`config.mk`:
```
export PLATFORM = sky130hd
export DESIGN_NAME = sram_fill_ctrl
export DESIGN_NICKNAME = d
export VERILOG_FILES = /design/src/rtl/sram_fill_pkg.sv /design/src/rtl/sram_fill_lane_gen.sv /design/src/rtl/sram_fill_ctrl.sv
export SDC_FILE = /design/constraint.sdc
export NUM_CORES = 1
export LEC_CHECK = 0
export BUFFER_PORTS_ARGS = -buffer_cell sky130_fd_sc_hd__buf_2
export CAP_MARGIN = 40
export CORE_AREA = 4 4 174 176
export DETAILED_ROUTE_END_ITERATION = 8
export DIE_AREA = 0 0 178 180
export GPL_TIMING_DRIVEN = 0
export MAX_ROUTING_LAYER = met4
export PLACE_DENSITY = 0.9
export RECOVER_POWER = 100
export SYNTH_ARGS = -nofsm -noshare
export SYNTH_HDL_FRONTEND = slang
export SYNTH_SLANG_ARGS = --single-unit
```
`constraint.sdc`:
```
create_clock -name clk -period 5.2 [get_ports clk]
set_input_delay 0 -clock clk [delete_from_list [all_inputs] [get_ports clk]]
set_output_delay 0 -clock clk [all_outputs]
set_load 0.005 [all_outputs]
```
`src/rtl/sram_fill_pkg.sv`:
```
// sram_fill_pkg: shared types and helpers for the SRAM fill sequencer.
//   state_t    : controller states (IDLE, FILL, DONE)
//   LANES, AW  : beat width in lanes, SRAM address width
//   wrap_addr  : reduce a lane address sum modulo the SRAM depth
package sram_fill_pkg;

   localparam int N_ENTRIES_DEF = 10240;
   localparam int LANES         = 8;
   localparam int AW            = $clog2(N_ENTRIES_DEF);

   typedef enum logic [1:0] {
      IDLE = 2'd0,
      FILL = 2'd1,
      DONE = 2'd2
   } state_t;

   // Compare-and-subtract modulo. Live lanes always fall below 2*n_entries.
   // Dropped lanes past len on the final beat can overshoot that by a few
   // entries, so a second subtract keeps even their (masked) addresses legal.
   function automatic logic [AW-1:0] wrap_addr(input logic [AW:0] sum,
                                               input logic [AW:0] n_entries);
      logic [AW:0] s;
      s = sum;
      if (s >= n_entries) s = s - n_entries;
      if (s >= n_entries) s = s - n_entries;
      return AW'(s);
   endfunction

endpackage

```
`src/rtl/sram_fill_lane_gen.sv`:
```
// sram_fill_lane_gen: combinational per-lane address and write-enable
// generation for one beat.
//   base   in  AW     command start address
//   offset in  AW+1   byte offset of this beat within the command
//   len    in  AW+1   command byte count
//   addr   out LANES*AW  lane k address = (base+offset+k) mod N_ENTRIES
//   we     out LANES     lane k enabled while offset+k < len
module sram_fill_lane_gen
   import sram_fill_pkg::*;
#(
   parameter int N_ENTRIES = N_ENTRIES_DEF
) (
   input  logic [AW-1:0]       base,
   input  logic [AW:0]         offset,
   input  logic [AW:0]         len,
   output logic [LANES*AW-1:0] addr,
   output logic [LANES-1:0]    we
);

   localparam logic [AW:0] N_W = (AW+1)'(N_ENTRIES);

   for (genvar k = 0; k < LANES; k++) begin : g_lane
      logic [AW:0] pos;
      assign pos                = offset + (AW+1)'(k);
      assign addr[k*AW +: AW]   = wrap_addr({1'b0, base} + pos, N_W);
      assign we[k]              = (pos < len);
   end

endmodule

```
`src/rtl/sram_fill_ctrl.sv`:
```
// sram_fill_ctrl: write sequencer for the 8-lane byte scratch SRAM.
// Takes one fill command (base, len), then turns each accepted 64-bit beat
// into one registered 8-lane SRAM write, masking bytes past len and wrapping
// addresses modulo N_ENTRIES.
//   clk, reset_n          clock, async active-low reset
//   cmd_valid/cmd_ready   command handshake (ready only in IDLE)
//   cmd_base, cmd_len     start address, byte count (0..N_ENTRIES)
//   in_valid/in_ready     beat handshake (ready only in FILL)
//   in_data               lane k = in_data[k*DATA_LEN +: DATA_LEN]
//   sram_en/we/addr/data  registered SRAM write port
//   done                  one-cycle pulse alongside the final write
//   err                   one-cycle pulse on a rejected command
// Build option: SRAM_FILL_BOUNDS_CHECK_EN rejects commands with
// base+len > N_ENTRIES; without it err is tied low and addresses wrap.
//
// state | meaning
// IDLE  | waiting for a command; cmd_ready high
// FILL  | accepting beats; in_ready high
// DONE  | final write on the SRAM port; done high for one cycle
module sram_fill_ctrl
   import sram_fill_pkg::*;
#(
   parameter int DATA_LEN  = 8,
   parameter int N_ENTRIES = N_ENTRIES_DEF
) (
   input  logic                      clk,
   input  logic                      reset_n,
   input  logic                      cmd_valid,
   output logic                      cmd_ready,
   input  logic [AW-1:0]             cmd_base,
   input  logic [AW:0]               cmd_len,
   input  logic                      in_valid,
   output logic                      in_ready,
   input  logic [LANES*DATA_LEN-1:0] in_data,
   output logic                      sram_en,
   output logic [LANES-1:0]          sram_we,
   output logic [LANES*AW-1:0]       sram_addr,
   output logic [LANES*DATA_LEN-1:0] sram_data,
   output logic                      done,
   output logic                      err
);

   localparam logic [AW:0] LANES_W = (AW+1)'(LANES);

   state_t               state_q, state_d;
   logic [AW-1:0]        base_q;
   logic [AW:0]          len_q;
   logic [AW:0]          offset_q;
   logic [AW:0]          remaining_q;
   logic                 cmd_acc;
   logic                 beat;
   logic                 cmd_bad;
   logic [LANES*AW-1:0]  lane_addr;
   logic [LANES-1:0]     lane_we;

   assign cmd_ready = (state_q == IDLE);
   assign in_ready  = (state_q == FILL);
   assign cmd_acc   = cmd_valid && cmd_ready;
   assign beat      = in_valid && in_ready;
   assign done      = (state_q == DONE);

`ifdef SRAM_FILL_BOUNDS_CHECK_EN
   logic [AW+1:0] cmd_end;
   logic          err_q;

   assign cmd_end = {2'b00, cmd_base} + {1'b0, cmd_len};
   assign cmd_bad = (cmd_end > (AW+2)'(N_ENTRIES));

   always_ff @(posedge clk or negedge reset_n) begin
      if (!reset_n) err_q <= 1'b0;
      else          err_q <= cmd_acc && cmd_bad;
   end

   assign err = err_q;
`else
   assign cmd_bad = 1'b0;
   assign err     = 1'b0;
`endif

   always_comb begin
      state_d = state_q;
      case (state_q)
         IDLE: begin
            if (cmd_acc) begin
               if (cmd_bad)           state_d = IDLE;
               else if (cmd_len == '0) state_d = DONE;
               else                   state_d = FILL;
            end
         end
         FILL: begin
            // remaining counts down by a beat; the beat that reaches the
            // terminal count is the last one
            if (beat && (remaining_q <= LANES_W)) state_d = DONE;
         end
         DONE:    state_d = IDLE;
         default: state_d = IDLE;
      endcase
   end

   always_ff @(posedge clk or negedge reset_n) begin
      if (!reset_n) state_q <= IDLE;
      else          state_q <= state_d;
   end

   always_ff @(posedge clk or negedge reset_n) begin
      if (!reset_n) begin
         base_q      <= '0;
         len_q       <= '0;
         offset_q    <= '0;
         remaining_q <= '0;
      end else if (cmd_acc) begin
         base_q      <= cmd_base;
         len_q       <= cmd_len;
         offset_q    <= '0;
         remaining_q <= cmd_len;
      end else if (beat) begin
         offset_q    <= offset_q + LANES_W;
         remaining_q <= (remaining_q > LANES_W) ? (remaining_q - LANES_W) : '0;
      end
   end

   sram_fill_lane_gen #(
      .N_ENTRIES (N_ENTRIES)
   ) u_lane_gen (
      .base   (base_q),
      .offset (offset_q),
      .len    (len_q),
      .addr   (lane_addr),
      .we     (lane_we)
   );

   // Address and data hold between beats; only en/we return to zero.
   always_ff @(posedge clk or negedge reset_n) begin
      if (!reset_n) begin
         sram_en   <= 1'b0;
         sram_we   <= '0;
         sram_addr <= '0;
         sram_data <= '0;
      end else begin
         sram_en <= beat;
         sram_we <= beat ? lane_we : '0;
         if (beat) begin
            sram_addr <= lane_addr;
            sram_data <= in_data;
         end
      end
   end

endmodule

```
# == After elaboration in Yosys (flattened, before gate mapping) ==
# Cells that the tools add are included.
# totals
regBits,246
inputBits,97
output_inout_bits,189
word_cells,105
# classes
addsub,33
n_lt_le_gt_ge,26
eq_ne,4
muxes,26
n_reduce_logical,7
# ops
cell,count
$ge A15 B14 Y1 const B,16
$mux W15,13
$add A14 B15 Y15,8
$lt A15 B15 Y1,8
$sub A15 B14 Y15 const B,8
$mux W14,8
$sub A14 B14 Y14 const B,8
$add A15 B3 Y15 const B,4
$add A15 B2 Y15 const B,2
$add A15 B1 Y15 const B,1
$add A15 B4 Y15 const B,1
$gt A15 B4 Y1 const B,1
$le A15 B4 Y1 const B,1
$logic_not A15 Y1,1
$sub A15 B4 Y15 const B,1
$mux W8,1
$mux W2,3
$ne A2 B1 Y1 const B,2
$pmux W2 S2,1
$logic_and A1 B1 Y1,3
$eq A2 B1 Y1 const B,1
$eq A2 B2 Y1 const B,1
$logic_not A2 Y1,1
$reduce_and A2 Y1,1
$reduce_bool A2 Y1,1

# == Longest topological paths before layout ==
# Gate-level depths: netlist of the first run.
# depth
ltp_word,6
depth_mapped,22
ltp_nobuf,19

# == Cells and area by module ==
# Synthesis of the first run repeated with hierarchy kept, for this count alone.
# hier_totals
cells_unflattened,2527
hier_area_um2,20294.5
# by_module_without_submodules
mod,n_inst,cells_each,area_per_inst_um2,seq_area_each_um2
sram_fill_lane_gen,1,1482,10880.4,0.0
sram_fill_ctrl,1,1045,9414.0,6080.8

# == Least setup slack after synthesis of the first run ==
# No wires, ideal clock.
# synth_path
kind,register to register
startpoint,reg offset_q[6]
endpoint,reg sram_addr[26]
setup_time_ns,0.126
arrival_time_ns,4.079
t_required_ns,5.074
setup_slack_ns,0.995
stages_incl_launch_ff,17
n_path_buf,3
synth_period_minus_slack_ns,4.205
path_cell_list,dfrtp_1 > clkbuf_1 > clkbuf_1 > ha_1 > buf_4 > and3_1 > or4_4 > or4_1 > nand3_2 > ha_1 > nor2_1 > a311oi_4 > mux2_2 > ha_1 > a22oi_1 > a211oi_2 > a221o_1
# synth_between
elab_chain_cells,6
elab_cells_between_ends,8
classes_between,4 x add/sub; 2 x order compare; 2 x mux
# synth_rtl
element,line_no,text
"start, declared",sram_fill_ctrl.sv:48,logic [AW:0] offset_q;
"start signal, assigned",sram_fill_ctrl.sv:117,offset_q <= offset_q + LANES_W;
$add A15 B1 Y15 *,sram_fill_lane_gen.sv:24,assign pos = offset + (AW+1)'(k);
$add A14 B15 Y15 *,sram_fill_lane_gen.sv:25,"assign addr[k*AW +: AW] = wrap_addr({1'b0, base} + pos, N_W);"
$sub A15 B14 Y15 / $ge A15 B14 Y1 (equally long branches),sram_fill_pkg.sv:24,if (s >= n_entries) s = s - n_entries;
$mux W15 *,sram_fill_pkg.sv:24,
$sub A14 B14 Y14 / $ge A15 B14 Y1 (equally long branches),sram_fill_pkg.sv:25,if (s >= n_entries) s = s - n_entries;
$mux W14 *,sram_fill_pkg.sv:25,
"end signal, assigned",sram_fill_ctrl.sv:143,sram_addr <= lane_addr;
"end, declared",sram_fill_ctrl.sv:37,"output logic [LANES*AW-1:0] sram_addr,"
# Mark *: on every way between the ends. The rest lies on a longest branch, timed or not.
# A chain may end at the register's enable or synchronous reset.

# == Final worst setup path of the first run ==
# layout_path
startpoint,reg offset_q[3]
endpoint,reg sram_addr[68]
# layout_between
elab_chain_cells,6
elab_cells_between_ends,8
classes_between,4 x add/sub; 2 x order compare; 2 x mux
# layout_rtl
element,line_no
$add A15 B3 Y15 *,sram_fill_lane_gen.sv:24
$add A14 B15 Y15 *,sram_fill_lane_gen.sv:25
$sub A15 B14 Y15 / $ge A15 B14 Y1 (equally long branches),sram_fill_pkg.sv:24
$mux W15 *,sram_fill_pkg.sv:24
$sub A14 B14 Y14 / $ge A15 B14 Y1 (equally long branches),sram_fill_pkg.sv:25
$mux W14 *,sram_fill_pkg.sv:25
# Marked as above.

==> results.py, run 1 <==
metrics = {
    "outcome": {
        "status": "finished, violations left",
        "violations": "max-capacitance violations, max-slew violations",
    },
    "cells_and_area": {
        "drive_gt1_share_pct": 14.0,
        "fin_cells": 2805,
        "insertedDiodeCount": 0,
        "fillCellCount": 2167,
        "layout.nets": 2613,
        "final_cell_area_sq_mm": 0.0203,
        "regArea_sq_mm": 0.00583,
        "area_growth_pct": 23.2,
        "multi_input_area_sq_mm": 0.00981,
    },
    "clocking": {
        "cts_buffer_depth": 3,
        "clk_pin_slew_ns": 0.07,
        "clock-sinks": 233,
        "post_cts_buffers": 0,
        "clockRootBuffer": "clkbuf_16",
        "cts_buffers": 27,
        "insertion_delay_ns": 0.56,
        "cts_tree": "built",
        "ctsHtreeMaxLevel": 1,
    },
    "sta": {
        "fin_crit_ns": 5.00,
        "timing_hold_violations_final": 0,
        "slew_viol_final": 236,
        "period_share_pct": 96.2,
        "final.setup_skew_ns": 0.0236,
        "tightest_slew_ns": 2.89,
        "max_clock_freq_mhz": 200,
        "tns_ns": 0,
        "rsz0062_at_grt": "false",
        "finalSetupViolations": 0,
        "maxSlewHeadroom_pct": -92.8,
    },
    "detailed_routing": {
        "wl_per_cell_microns": 22.3,
        "vias": 17500,
        "drc_errors": 0,
        "wl_mm": 62.5,
        "firstDrtPassIters": 6,
        "vias_per_cell": 6.23,
        "dr.first_iter.drc_count": 1868,
        "drtAntennaViolNets": 0,
    },
    "critical_path": {
        "crit_path_top_delay_cell": "ha_1",
        "critPathBufInv": 2,
        "timing.rr.start": "offset_q[3]$_DFFE_PN0P_",
        "critPathTopFamily": "compound AO/OA/AOI/OAI gates",
        "timing.rr.end": "sram_addr[68]$_DFFE_PN0P_",
        "critPathMaxStageDelay_ns": 0.52,
        "r2r_cells": 17,
        "cp.depth": 17,
        "reg2reg_slack_ns": 0.20,
        "crit_path_end_kind": "register",
        "crit_path_end": "sram_addr[68]$_DFFE_PN0P_",
        "setup.worst_path.start_class": "register",
        "worst_path_most_repeated_cell": "ha_1",
        "arrival_ns": 5.49,
        "cp_cell_sequence": "ha_1 > buf_6 > nand4_1 > and4_1 > or2_2 > o21ai_1 > xnor2_1 > ha_1 > inv_1 > o31ai_1 > a21oi_1 > mux2_2 > ha_1 > o221ai_1 > a21oi_1 > o221ai_1 > o21a_1",
        "cp_max_fo": 10,
        "path_class": "reg -> reg",
        "critPathLaunch": "offset_q[3]$_DFFE_PN0P_",
        "crit_required_ns": 5.69,
    },
    "floorplan": {
        "fp-row-count": 62,
        "start_util_pct": 57.7,
        "die-width_microns": 178,
        "ios": 286,
        "die_area_sq_mm": 0.0320,
        "fp.dieH_microns": 180,
        "core-area_sq_mm": 0.0286,
    },
    "global_routing": {
        "met3_usage_pct": 5.57,
        "grt_max_degree": 123,
        "grt-ovfl-total": 0,
        "met1_usage_pct": 45.1,
        "grt_pass1_wl_mm": 95.7,
        "grt_most_used_layer": "met2",
        "grt_pass1_vias": 17500,
        "grtUsageMet2_pct": 63.8,
        "grt_util_all_layers_pct": 38.9,
        "antenna_found_initial": 0,
    },
    "worst_hold_path": {
        "hold_class": "in -> reg",
    },
    "placed_design": {
        "port_buffers": 284,
        "dpl-instance-area_sq_mm": 0.0185,
        "gp_congestion": 1.04,
        "dpl.hpwl_mm": 44.7,
        "dp.cells": 2658,
    },
    "pwr": {
        "leakagePower_nw": 9.65,
        "powerDensity_mw_per_mm2": 650,
        "vdd_drop_max_v": 0.000376,
    },
    "flow_run": {
        "max_cap_viol_count": 2,
    },
    "yosys": {
        "yosys_warnings": 0,
        "synth-edff-count": 0,
        "ys_ff_latch": 233,
        "synth_top_flop_cell": "dfrtp_1",
        "post_synth.cell_area_avg_sq_um": 8.33,
        "synthCells": 1983,
        "synth.distinct_cells": 105,
        "seq_area_frac_synth_pct": 35.3,
        "async_reset_ff_share_pct": 100,
        "synth_area_sq_mm": 0.0165,
        "syn-num-nets": 2195,
    },
}
[metal layers]
layer  vias up  wire length, microns
li1       7806                     -
met2      1041                 30100
met4         0                  4710
met3       291                  4930
met1      8337                 22800
met5         -                     0
[worst min path at each step]
| stage | from | endpoint | slack, ns | depth (start not counted) |
|---|---|---|---|---|
| final | cmd_base[7] | base_q[7]$_DFFE_PN0P_ | 0.17 | 4 |
| after CTS | reset_n | sram_addr[58]$_DFFE_PN0P_ | 0.11 | 2 |
| after detailed placement | reset_n | sram_addr[58]$_DFFE_PN0P_ | 0.09 | 1 |
| after floorplan | reset_n | base_q[0]$_DFFE_PN0P_ | -0.30 | 0 |
| after global placement | in_data[36] | sram_data[36]$_DFFE_PN0P_ | 0.19 | 3 |
| after global routing | in_data[35] | sram_data[35]$_DFFE_PN0P_ | 0.19 | 4 |
[Yosys cell counts (7+ instances only)]
master | n | area (sq um)
a211oi_1 | 11 | 82.6
a21boi_0 | 7 | 52.6
a21o_1 | 43 | 323
a21oi_1 | 90 | 450
a31oi_1 | 17 | 106
and2_1 | 20 | 125
and3_1 | 15 | 93.8
and4_1 | 7 | 61.3
buf_1 | 18 | 67.6
buf_2 | 27 | 135
buf_4 | 14 | 105
buf_6 | 7 | 78.8
clkbuf_1 | 77 | 289
dfrtp_1 | 233 | 5830
ha_1 | 115 | 1440
inv_1 | 59 | 221
mux2_2 | 7 | 78.8
mux2i_1 | 22 | 220
nand2_1 | 453 | 1700
nand2b_1 | 14 | 87.6
nand3_1 | 38 | 190
nand4_1 | 18 | 113
nor2_1 | 96 | 360
nor2b_1 | 18 | 113
nor3_1 | 48 | 240
nor4_1 | 20 | 125
o2111ai_1 | 7 | 61.3
o211a_1 | 8 | 80.1
o211ai_1 | 12 | 90.1
o21a_1 | 25 | 188
o21ai_0 | 131 | 656
o21ai_1 | 18 | 90.1
o31ai_1 | 16 | 120
or2_2 | 9 | 56.3
or3_1 | 17 | 106
xnor2_1 | 52 | 455
xor2_1 | 35 | 307
[flip-flops by register name (all words and copies together), names as in the netlist]
signal,count
base_q,14
sram_we,8
sram_data,64
len_q,15
state_q,2
sram_en,1
remaining_q,15
offset_q,12
sram_addr,102
[worst min-delay path: stages]
cell,delay [ns]
dlygate4sd3_1,0.51
buf_2,0.09
nand2_1,0.04
nand2_1,0.05
[report_power, final]
part	switching [W]	internal [W]	total, W
combinational	0.00497	0.00294	0.00791
clock	0.000830	0.00136	0.00219
sequential	0.000586	0.00253	0.00311
total	0.00639	0.00682	0.0132
[repair_timing]
item | CTS | global route
gates cloned | 0 | 0
setup endpoints to repair | 1 | 9
resized for setup | 1 | 12
hold buffers | 97 | 0
hold endpoints to repair | 221 | 0
[logic make-up after synthesis]
logic type,share of synthesized area (%)
flops,35.3
other cells,0.0227
mux,2.04
compound gates,20.6
xor+xnor,4.71
simple gates,23.2
buf+inv,5.48
fa+ha+maj,8.71
[placed cells by master (no fill, tap or decap), drive strengths merged, types with 43 or more instances in the layout]
master       instances
ha                 115
buf                211
dlygate4sd3         97
nor2                96
nor3                48
dfrtp              233
a21oi               94
xnor2               52
a21o                43
inv                 62
o21ai              150
clkbuf             258
nand2              453
[cell type report]
type	count	area share, %
tap	384	2.36
multi-input combinational	1546	48.2
sequential	233	28.7
clock buffer	34	3.65
clock inverter	15	1.31
inverter	61	1.14
timing repair buffer	389	11.3
buffer	143	3.32
[stage by stage]
| step | utilization, % | setup slack [ns] | hold slack (ns) | total power (W) |
|---|---|---|---|---|
| 2_1_floorplan | - | 0.995 | -0.296 | 0.00809 |
| 3_3_place_gp | 64.3 | 0.0828 | 0.188 | 0.0104 |
| 3_5_place_dp | 64.7 | 0.00686 | 0.0921 | 0.0107 |
| 4_1_cts | 71.7 | 0.0867 | 0.112 | 0.0130 |
| 5_1_grt | 71.1 | 0.0107 | 0.190 | 0.0140 |
| 6_report | 71.1 | 0.199 | 0.168 | 0.0132 |
Note: power is estimated with default switching activity, not from simulation.
==> run 2: changes to the inputs <==
--- a/config.mk
+++ b/config.mk
@@ -7,12 +7,12 @@
 export LEC_CHECK = 0
 export BUFFER_PORTS_ARGS = -buffer_cell sky130_fd_sc_hd__buf_2
 export CAP_MARGIN = 40
-export CORE_AREA = 4 4 174 176
+export CORE_AREA = 4 4 160 192
 export DETAILED_ROUTE_END_ITERATION = 8
-export DIE_AREA = 0 0 178 180
+export DIE_AREA = 0 0 164 196
 export GPL_TIMING_DRIVEN = 0
 export MAX_ROUTING_LAYER = met4
-export PLACE_DENSITY = 0.9
+export PLACE_DENSITY = 0.89
 export RECOVER_POWER = 100
 export SYNTH_ARGS = -nofsm -noshare
 export SYNTH_HDL_FRONTEND = slang
==> results.py, run 2 (synthesis results as in run 1) <==
metrics = {
    "pwr": {
        "leakagePower_nw": 9.61,
        "powerDensity_mw_per_mm2": 635,
        "vdd_drop_max_v": 0.000522,
    },
    "flow_run": {
        "max_cap_viol_count": 2,
    },
    "cells_and_area": {
        "largest_register_ffs": 102,
        "final_cell_mix": "nand2_1, dfrtp_1, clkbuf_1",
        "top_regs": "sram_addr: 102 flops, sram_data: 64 flops",
        "fillCellCount": 2225,
        "layout.nets": 2610,
        "area_growth_pct": 22.4,
        "insertedDiodeCount": 0,
        "final_util_pct": 70.3,
        "final_common_cell": "nand2_1",
        "drive_gt1_share_pct": 14.2,
        "largest_register": "sram_addr",
    },
    "critical_path": {
        "arrival_ns": 5.37,
        "critPathLaunch": "offset_q[6]$_DFFE_PN0P_",
        "setup.worst_path.start_class": "register",
        "cp_max_fo": 10,
        "timing.rr.start": "offset_q[6]$_DFFE_PN0P_",
        "crit_required_ns": 5.63,
        "crit_path_end_kind": "register",
        "path_class": "reg -> reg",
    },
    "clocking": {
        "cts_tree": "built",
        "insertion_delay_ns": 0.56,
        "ctsHtreeMaxLevel": 1,
        "cts_buffer_depth": 3,
        "clock-sinks": 233,
        "cts_buffers": 24,
        "clockRootBuffer": "clkbuf_16",
        "clk_pin_slew_ns": 0.07,
    },
    "outcome": {
        "violations": "max-capacitance violations, max-slew violations",
        "status": "finished, violations left",
    },
    "sta": {
        "final.setup_skew_ns": 0.0227,
        "finalSetupViolations": 0,
        "timing_hold_violations_final": 0,
        "tns_ns": 0,
        "slew_viol_final": 236,
        "tightest_slew_ns": 2.79,
        "maxSlewHeadroom_pct": -86.2,
        "fin_crit_ns": 4.94,
        "period_share_pct": 95.0,
        "rsz0062_at_grt": "false",
        "max_clock_freq_mhz": 202,
    },
    "floorplan": {
        "fp-row-count": 68,
        "die-width_microns": 164,
        "fp.dieH_microns": 196,
        "start_util_pct": 57.4,
        "core-area_sq_mm": 0.0288,
        "die_area_sq_mm": 0.0321,
        "ios": 286,
    },
    "worst_hold_path": {
        "hold_start": "cmd_valid",
        "hold_class": "in -> reg",
    },
    "detailed_routing": {
        "dr_wl_met3_mm": 4.45,
        "wl_per_cell_microns": 21.9,
        "firstDrtPassIters": 5,
        "top_layer": "met4",
        "drtAntennaViolNets": 0,
        "dr.first_iter.drc_count": 1283,
        "met2_length_mm": 29.0,
        "wl_met1_mm": 22.6,
        "vias": 17300,
        "drc_errors": 0,
        "vias_per_cell": 6.19,
        "wl_mm": 61.4,
    },
    "global_routing": {
        "grt_max_degree": 124,
        "grt_pass1_vias": 17500,
        "grt_util_all_layers_pct": 38.1,
        "grt-ovfl-total": 0,
        "antenna_found_initial": 0,
        "grt_pass1_wl_mm": 93.7,
    },
    "placed_design": {
        "port_buffers": 284,
        "dpl.hpwl_mm": 44.0,
        "gp_congestion": 1.03,
    },
}
## run 2: cell count changes in the layout (fill, tap and decap cells not counted), sizes merged
| cell | change |
|---|---|
| clkbuf | -12 |
| clkinv | +5 |
| clkinvlp | -2 |
| buf | +9 |
| bufinv | -3 |
| inv | -2 |
## run 2: repair_timing
action,4_1_cts,5_1_grt
endpoints found under the setup margin,0,10
setup buffers,0,0
hold buffers,97,0
endpoints found under the hold margin,220,0
resized for setup,0,17
## run 2: power breakdown
group | switching (W) | internal, W | leakage (nW)
sequential | 0.000570 | 0.00253 | 2.87
clock | 0.000786 | 0.00111 | 0.428
combinational | 0.00492 | 0.00293 | 6.31
total | 0.00627 | 0.00657 | 9.61
## run 2: area by class of cell
class | count | area [sq um] | share of cell area (%)
Buffer | 143 | 672 | 3.32
Clock buffer | 31 | 667 | 3.30
Clock inverter | 13 | 201 | 0.996
Inverter | 61 | 233 | 1.15
Multi-Input combinational cell | 1546 | 9820 | 48.6
Sequential cell | 233 | 5830 | 28.8
Tap cell | 385 | 482 | 2.38
Timing Repair Buffer | 389 | 2310 | 11.4
## run 2: worst paths after layout
kind,endpoint,slack (ns),cells past startpoint
min in group asynchronous,sram_data[11]$_DFFE_PN0P_,0.86,2
worst min-delay path,offset_q[3]$_DFFE_PN0P_,0.09,6
worst min register to register,sram_addr[18]$_DFFE_PN0P_,0.47,2
worst max register to register,sram_addr[26]$_DFFE_PN0P_,0.26,17
worst max-delay path,sram_addr[26]$_DFFE_PN0P_,0.26,17
max in group asynchronous,base_q[2]$_DFFE_PN0P_,1.24,3
## run 2: stage by stage
step / instance area [sq um] / cells / setup WS [ns] / hold slack (ns) / total power [W]
after floorplan: 16500 / 1983 / 0.995 / -0.296 / 0.00809
after global placement: 18400 / 2652 / 0.185 / 0.188 / 0.0104
after detailed placement: 18500 / 2660 / 0.181 / 0.115 / 0.0106
after CTS: 20400 / 2801 / 0.0915 / 0.0666 / 0.0127
after global routing: 20200 / 2801 / 0.00815 / 0.182 / 0.0137
final: 20200 / 2801 / 0.258 / 0.0863 / 0.0128
## run 2: metal layers
metal  vias to the layer above  track usage, %
met5                         -               -
met4                         0            26.4
met3                       313            5.95
met2                       869            63.0
met1                      8361            42.1
li1                       7790               -
## run 2: critical path: stages (launching register included)
cell,delay (ns)
dfrtp_1,0.37
clkbuf_1,0.29
clkbuf_1,0.30
ha_1,0.29
clkbuf_4,0.20
a21oi_1,0.36
o2bb2ai_1,0.26
o21a_1,0.23
or3_1,0.42
inv_2,0.12
ha_1,0.22
nor2_1,0.09
a311oi_4,0.38
mux2_1,0.40
ha_1,0.24
a22oi_1,0.21
a211oi_2,0.09
a221o_1,0.31
